### config.mk
export PLATFORM = sky130hd
export DESIGN_NAME = clk_div_monitor
export DESIGN_NICKNAME = d
export VERILOG_FILES = /design/src/rtl/clk_div_monitor.sv
export SDC_FILE = /design/constraint.sdc
export NUM_CORES = 1
export LEC_CHECK = 0
export BUFFER_PORTS_ARGS = -buffer_cell sky130_fd_sc_hd__buf_2
export CORE_UTILIZATION = 57
export CTS_CLUSTER_SIZE = 8
export DETAILED_ROUTE_END_ITERATION = 6
export PLACE_DENSITY = 0.88
export SYNTH_ARGS = -nofsm -noshare
export SYNTH_HDL_FRONTEND = slang
export SYNTH_SLANG_ARGS = --single-unit
export TNS_END_PERCENT = 100
### constraint.sdc
create_clock -name clk -period 2.7 [get_ports clk]
set_clock_uncertainty 0.15 [all_clocks]
set_input_delay 0.675 -clock clk [delete_from_list [all_inputs] [get_ports clk]]
set_output_delay 0.675 -clock clk [all_outputs]
set_load 0.02 [all_outputs]
### src/rtl/clk_div_monitor.sv
// Observes a slow divided clock from the fast clock domain: measures period and high time,
// qualifies them against expected values, and reports lock state plus a sticky fault with event count.
module clk_div_monitor #(
    parameter int EXP_PERIOD = 4,
    parameter int EXP_HIGH   = 2,
    parameter int LOCK_COUNT = 4,
    parameter int TIMEOUT    = 16,
    parameter int CNT_W      = 8
) (
    input  logic             clk,
    input  logic             rst_n,
    input  logic             clk_in,
    input  logic             clear,
    output logic             rise_pulse,
    output logic             fall_pulse,
    output logic [CNT_W-1:0] period,
    output logic [CNT_W-1:0] high_time,
    output logic             period_valid,
    output logic             locked,
    output logic             fault,
    output logic [7:0]       fault_count
);

    localparam int GOOD_W = $clog2(LOCK_COUNT + 1);

    localparam logic [CNT_W-1:0]  CNT_MAX      = '1;
    localparam logic [CNT_W-1:0]  EXP_PERIOD_C = CNT_W'(EXP_PERIOD);
    localparam logic [CNT_W-1:0]  EXP_HIGH_C   = CNT_W'(EXP_HIGH);
    localparam logic [CNT_W-1:0]  TIMEOUT_C    = CNT_W'(TIMEOUT);
    localparam logic [GOOD_W-1:0] LOCK_LAST    = GOOD_W'(LOCK_COUNT - 1);

    localparam logic [1:0] ST_IDLE   = 2'd0;
    localparam logic [1:0] ST_ACQ    = 2'd1;
    localparam logic [1:0] ST_LOCKED = 2'd2;

    logic              s1_q, s2_q, prev_q;
    logic [CNT_W-1:0]  c_q, c_d;
    logic [CNT_W-1:0]  h_q, h_d;
    logic              hv_q, hv_d;
    logic [GOOD_W-1:0] good_q, good_d;
    logic [1:0]        state_q, state_d;
    logic              rise_q, fall_q;
    logic [CNT_W-1:0]  period_q, period_d;
    logic [CNT_W-1:0]  high_time_q, high_time_d;
    logic              pv_q, pv_d;
    logic              locked_q, locked_d;
    logic              fault_q, fault_d;
    logic [7:0]        fault_count_q, fault_count_d;

    logic rise, fall, measure, good_period, timeout, fault_event;

    // The first rise after IDLE only starts the measurement; only later rises close a period.
    assign rise        = s2_q & ~prev_q;
    assign fall        = ~s2_q & prev_q;
    assign measure     = rise && (state_q != ST_IDLE);
    assign good_period = (c_q == EXP_PERIOD_C) && hv_q && (high_time_q == EXP_HIGH_C);
    assign timeout     = (c_q == TIMEOUT_C) && !rise;
    assign fault_event = (measure && !good_period) || timeout;

    always_comb begin
        // NOTE: every variable gets a default before any branch, so no path leaves it unassigned and no latch is inferred.
        c_d           = c_q;
        h_d           = h_q;
        hv_d          = hv_q;
        good_d        = good_q;
        state_d       = state_q;
        period_d      = period_q;
        high_time_d   = high_time_q;
        pv_d          = 1'b0;
        fault_d       = fault_q;
        fault_count_d = fault_count_q;

        if (rise)                c_d = {{(CNT_W-1){1'b0}}, 1'b1};
        else if (timeout)        c_d = '0;
        else if (c_q != CNT_MAX) c_d = c_q + 1'b1;

        if (rise)                         h_d = {{(CNT_W-1){1'b0}}, 1'b1};
        else if (s2_q && h_q != CNT_MAX)  h_d = h_q + 1'b1;

        if (fall) begin
            high_time_d = h_q;
            hv_d        = 1'b1;
        end
        if (rise) hv_d = 1'b0;

        if (measure) begin
            period_d = c_q;
            pv_d     = 1'b1;
        end

        if (timeout) begin
            state_d = ST_IDLE;
            good_d  = '0;
        end else if (rise) begin
            case (state_q)
                ST_IDLE: begin
                    state_d = ST_ACQ;
                    good_d  = '0;
                end
                ST_ACQ: begin
                    if (good_period) begin
                        good_d = good_q + 1'b1;
                        if (good_q == LOCK_LAST) state_d = ST_LOCKED;
                    end else begin
                        good_d = '0;
                    end
                end
                ST_LOCKED: begin
                    if (!good_period) begin
                        state_d = ST_ACQ;
                        good_d  = '0;
                    end
                end
                default: begin
                    state_d = ST_IDLE;
                    good_d  = '0;
                end
            endcase
        end

        // A fault event in the same cycle as clear wins and restarts the count at one.
        if (fault_event) begin
            fault_d = 1'b1;
            if (clear)                      fault_count_d = 8'd1;
            else if (fault_count_q != 8'hFF) fault_count_d = fault_count_q + 8'd1;
        end else if (clear) begin
            fault_d       = 1'b0;
            fault_count_d = 8'd0;
        end
    end

    assign locked_d = (state_d == ST_LOCKED);

    // NOTE: state registers use non-blocking assignments so every flop samples pre-edge values.
    always_ff @(posedge clk or negedge rst_n) begin
        if (!rst_n) begin
            s1_q          <= 1'b0;
            s2_q          <= 1'b0;
            prev_q        <= 1'b0;
            c_q           <= '0;
            h_q           <= '0;
            hv_q          <= 1'b0;
            good_q        <= '0;
            state_q       <= ST_IDLE;
            rise_q        <= 1'b0;
            fall_q        <= 1'b0;
            period_q      <= '0;
            high_time_q   <= '0;
            pv_q          <= 1'b0;
            locked_q      <= 1'b0;
            fault_q       <= 1'b0;
            fault_count_q <= 8'd0;
        end else begin
            s1_q          <= clk_in;
            s2_q          <= s1_q;
            prev_q        <= s2_q;
            c_q           <= c_d;
            h_q           <= h_d;
            hv_q          <= hv_d;
            good_q        <= good_d;
            state_q       <= state_d;
            rise_q        <= rise;
            fall_q        <= fall;
            period_q      <= period_d;
            high_time_q   <= high_time_d;
            pv_q          <= pv_d;
            locked_q      <= locked_d;
            fault_q       <= fault_d;
            fault_count_q <= fault_count_d;
        end
    end

    assign rise_pulse   = rise_q;
    assign fall_pulse   = fall_q;
    assign period       = period_q;
    assign high_time    = high_time_q;
    assign period_valid = pv_q;
    assign locked       = locked_q;
    assign fault        = fault_q;
    assign fault_count  = fault_count_q;

endmodule

==> reports/qor.log <==
INFO  run_status     status=completed
INFO  place          io_buffers=32
INFO  clock_tree     clock-root-buffer=sky130_fd_sc_hd__clkbuf_8
INFO  synth          ys.flop_type=sky130_fd_sc_hd__dfrtp_1
INFO  clock_tree     cts_setup_buffers=0
INFO  timing         sum_of_negative_setup_slack=0ns
INFO  synth          synth_seq_cells=54
INFO  grt            grt-ovfl-total=0
INFO  setup_path     worstRegToRegCells=7
INFO  synth          yosys-top-cells-count=sky130_fd_sc_hd__dfrtp_1, sky130_fd_sc_hd__nand2_1, sky130_fd_sc_hd__nor2_1, sky130_fd_sc_hd__o21ai_0, sky130_fd_sc_hd__mux2_2
INFO  setup_path     crit_path_top_delay_cell=sky130_fd_sc_hd__dfrtp_1
INFO  floorplanning  fp-row-count=23
INFO  setup_path     timing.critical_path.fanout_max=10
INFO  layout         finalCoreUtilization=0.688
INFO  setup_path     r2r_slack=0.40ns
INFO  setup_path     r2r-start=c_q[0]
INFO  clock_tree     postCtsHoldBufs=0
INFO  routing        drt_first_pass_iters=4
INFO  layout         fillerInstances=309
INFO  routing        route.vias.total=1773
INFO  grt            grt_pass1_vias=1637
INFO  setup_path     worstPathRequired=2.78ns
INFO  timing         rsz0062_at_grt=no
INFO  floorplanning  initial_core_util=0.607
INFO  setup_path     criticalPathCategory=reg2reg
INFO  grt            use_met3=0.0600
INFO  floorplanning  core_area=4120um^2
INFO  clock_tree     cts_max_path_buffers=2
INFO  clock_tree     ctsHtreeMaxLevel=2
INFO  timing         setup_viol_count_final=0
INFO  synth          synthesis.area=2500um^2
INFO  timing         worst_slew_pin_slew=0.467ns
INFO  grt            grt_antenna_before_repair=0
INFO  setup_path     crit_chain=inv_1, ha_1, or3b_1, o31ai_4, o211ai_4, or3_1, a21oi_1
INFO  floorplanning  num_io_pins=33
INFO  synth          synth_most_common_cell=sky130_fd_sc_hd__dfrtp_1
INFO  synth          synth_warnings=0
INFO  layout         area_of_combinational_cells_with_multiple_inputs=1080um^2
INFO  layout         register_area=1350um^2
INFO  floorplanning  die_h=68.2um
INFO  layout         finish.net_count=279
INFO  setup_path     worst-endpoint-arrival=2.38ns
INFO  setup_path     crit_path_start=c_q[0]
INFO  clock_tree     cts.reportedPaths.clkPinSlew=0.09ns
INFO  synth          top_area_cells_in_the_synthesized_netlist=sky130_fd_sc_hd__dfrtp_1, sky130_fd_sc_hd__mux2_2, sky130_fd_sc_hd__ha_1
INFO  routing        dr.first_iter.drc_count=96
INFO  grt            gr-usage-met2=0.336
INFO  routing        route.antenna.remaining_nets=0
INFO  setup_path     worst_setup_path_end_kind=register
INFO  layout         flow.area_growth_from_synthesis=13.4%
INFO  grt            gr-max-usage-layer=met2
INFO  timing         timing_max_transition_violations_final=0
INFO  min_path       worstHoldPathType=in2async
INFO  synth          postSynthAreaPerCell=10.9um^2
INFO  layout         final_cell_area=2830um^2
INFO  timing         layout_min_cycle_time=2.30ns
INFO  grt            first_pass_grt_wire_length=7500um
INFO  synth          synthDistinctLibCells=44
INFO  setup_path     critical_path_depth=7
INFO  synth          postSynthNetCount=242
INFO  routing        route.detailed.vias_per_inst=5.58
INFO  grt            grt.met1_usage=0.304
INFO  setup_path     worst_setup_path_start_kind=register
INFO  setup_path     critPathTopFamily=simple AND/OR/NAND/NOR gates
INFO  floorplanning  die-area=4650um^2
INFO  power          peakVddDrop=0.471mV
INFO  timing         fin_crit_sh=0.850
INFO  timing         hold_viol=0
INFO  place          place_congestion=0.785
INFO  clock_tree     cts_made_buffers=5
INFO  layout         insertedDiodeCount=0
INFO  power          power_per_cell_area=702nW/um^2
INFO  clock_tree     post_cts_resized=0
INFO  synth          seq_area_frac_synth=0.541
INFO  clock_tree     cts_tree=built
INFO  synth          synth_cells=230
INFO  grt            gr-usage-all-layers=0.222
INFO  timing         achievable-frequency=436MHz
INFO  grt            grt_max_degree=23
INFO  setup_path     crit_buf_inv=1
INFO  floorplanning  chip_width=68.2um
INFO  timing         slew_headroom=0.686
INFO  layout         final_layout_size_suffix_gt1_frac=0.246
INFO  routing        total_wire_length=4520um
INFO  routing        drt_drc_violations_left=0
INFO  place          post_dp_cell_area=2720um^2
INFO  place          detailedPlacementHpwl=3280um
INFO  synth          synth_enable_flop_cells=0
INFO  power          cellLeakagePower=1.43nW
INFO  clock_tree     cts.sinks=54
INFO  setup_path     critical_path.max_stage_delay=0.43ns
INFO  synth          synth_largest_area_cell=sky130_fd_sc_hd__dfrtp_1
INFO  clock_tree     clock_latency=0.31ns
INFO  routing        detail_route.wl_per_cell=14.2um
INFO  synth          synth-async-reset-ratio=1.00
INFO  synth          synth_top_area_frac=0.541
INFO  run            maxCapViolations=0
[worst register-to-register path, delay by kind of cell, from the launching register on]
kind / cells / cell delay [ns]
AOI/OAI and AO/OA: 3 / 0.67
adders and majority gates: 1 / 0.13
buffers and inverters: 1 / 0.09
DFF: 1 / 0.43
and+or+nand+nor: 2 / 0.76
[sequential cells by signal, summed over array words and instances (netlist names)]
register / cells
locked: 1
fault: 1
prev_q: 1
fall_pulse: 1
h_q: 8
high_time: 8
c_q: 8
fault_count: 8
period_valid: 1
s2_q: 1
s1_q: 1
rise_pulse: 1
period: 8
good_q: 3
hv_q: 1
state_q: 2
[report_power, final]
part / leakage (nW) / switching, mW / internal (mW)
combinational: 0.657 / 0.248 / 0.178
clock: 0.0579 / 0.259 / 0.273
sequential: 0.715 / 0.108 / 0.921
[path summary, 6_finish.rpt]
path,to
worst max-delay path,fault_count[2]
worst min-delay path,good_q[2]
worst max register to register,fault_count[2]
worst min register to register,s2_q
max in group asynchronous,period[4]
min in group clk,s2_q
[cell families after synthesis]
family,Yosys count,share of synthesized area
and+or+nand+nor,86,0.176
DFF,54,0.541
muxes,20,0.0872
xor gates and xnor gates,5,0.0175
AOI/OAI and AO/OA,41,0.111
adders and majority gates,8,0.0401
buffers and inverters,16,0.0275
[per-layer routing]
| layer | part of all wire | wire, um |
|---|---|---|
| met3 | 0.034 | 153 |
| met4 | 0.011 | 48 |
| met1 | 0.49 | 2220 |
| met5 | 0 | 0 |
| met2 | 0.46 | 2100 |
[cells in the final DEF, fill, tap and decap left out, types with 3 or more instances in the layout]
| cell type | count |
|---|---|
| sky130_fd_sc_hd__nand3_1 | 8 |
| sky130_fd_sc_hd__ha_1 | 8 |
| sky130_fd_sc_hd__xnor2_1 | 3 |
| sky130_fd_sc_hd__nand2b_1 | 4 |
| sky130_fd_sc_hd__inv_1 | 9 |
| sky130_fd_sc_hd__nor3_1 | 5 |
| sky130_fd_sc_hd__mux2_2 | 14 |
| sky130_fd_sc_hd__nor2_1 | 21 |
| sky130_fd_sc_hd__and3_1 | 6 |
| sky130_fd_sc_hd__or3_1 | 5 |
| sky130_fd_sc_hd__a21oi_1 | 10 |
| sky130_fd_sc_hd__dfrtp_1 | 54 |
| sky130_fd_sc_hd__nand2_1 | 21 |
| sky130_fd_sc_hd__clkbuf_8 | 5 |
| sky130_fd_sc_hd__mux2i_1 | 6 |
| sky130_fd_sc_hd__o21ai_0 | 15 |
| sky130_fd_sc_hd__buf_2 | 32 |
| sky130_fd_sc_hd__buf_4 | 5 |
[per-stage QoR]
step	hold slack [ns]	total power [mW]	instances	worst slack (ns)
after global placement	0.182	1.46	310	0.498
after detailed placement	0.196	1.48	310	0.426
after floorplan	0.181	1.33	230	0.578
final	0.115	1.99	318	0.405
after global routing	0.132	2.10	318	0.238
after CTS	0.120	2.01	318	0.404
[cell type report]
class,instances,area share
well taps,50,0.0221
inverters,9,0.0119
flip-flops and latches,54,0.477
clock inverters,3,0.0141
repair buffers,37,0.0698
clock buffers,5,0.0243
multi-input cells,160,0.380
Note: power is estimated with default switching activity, not from simulation.
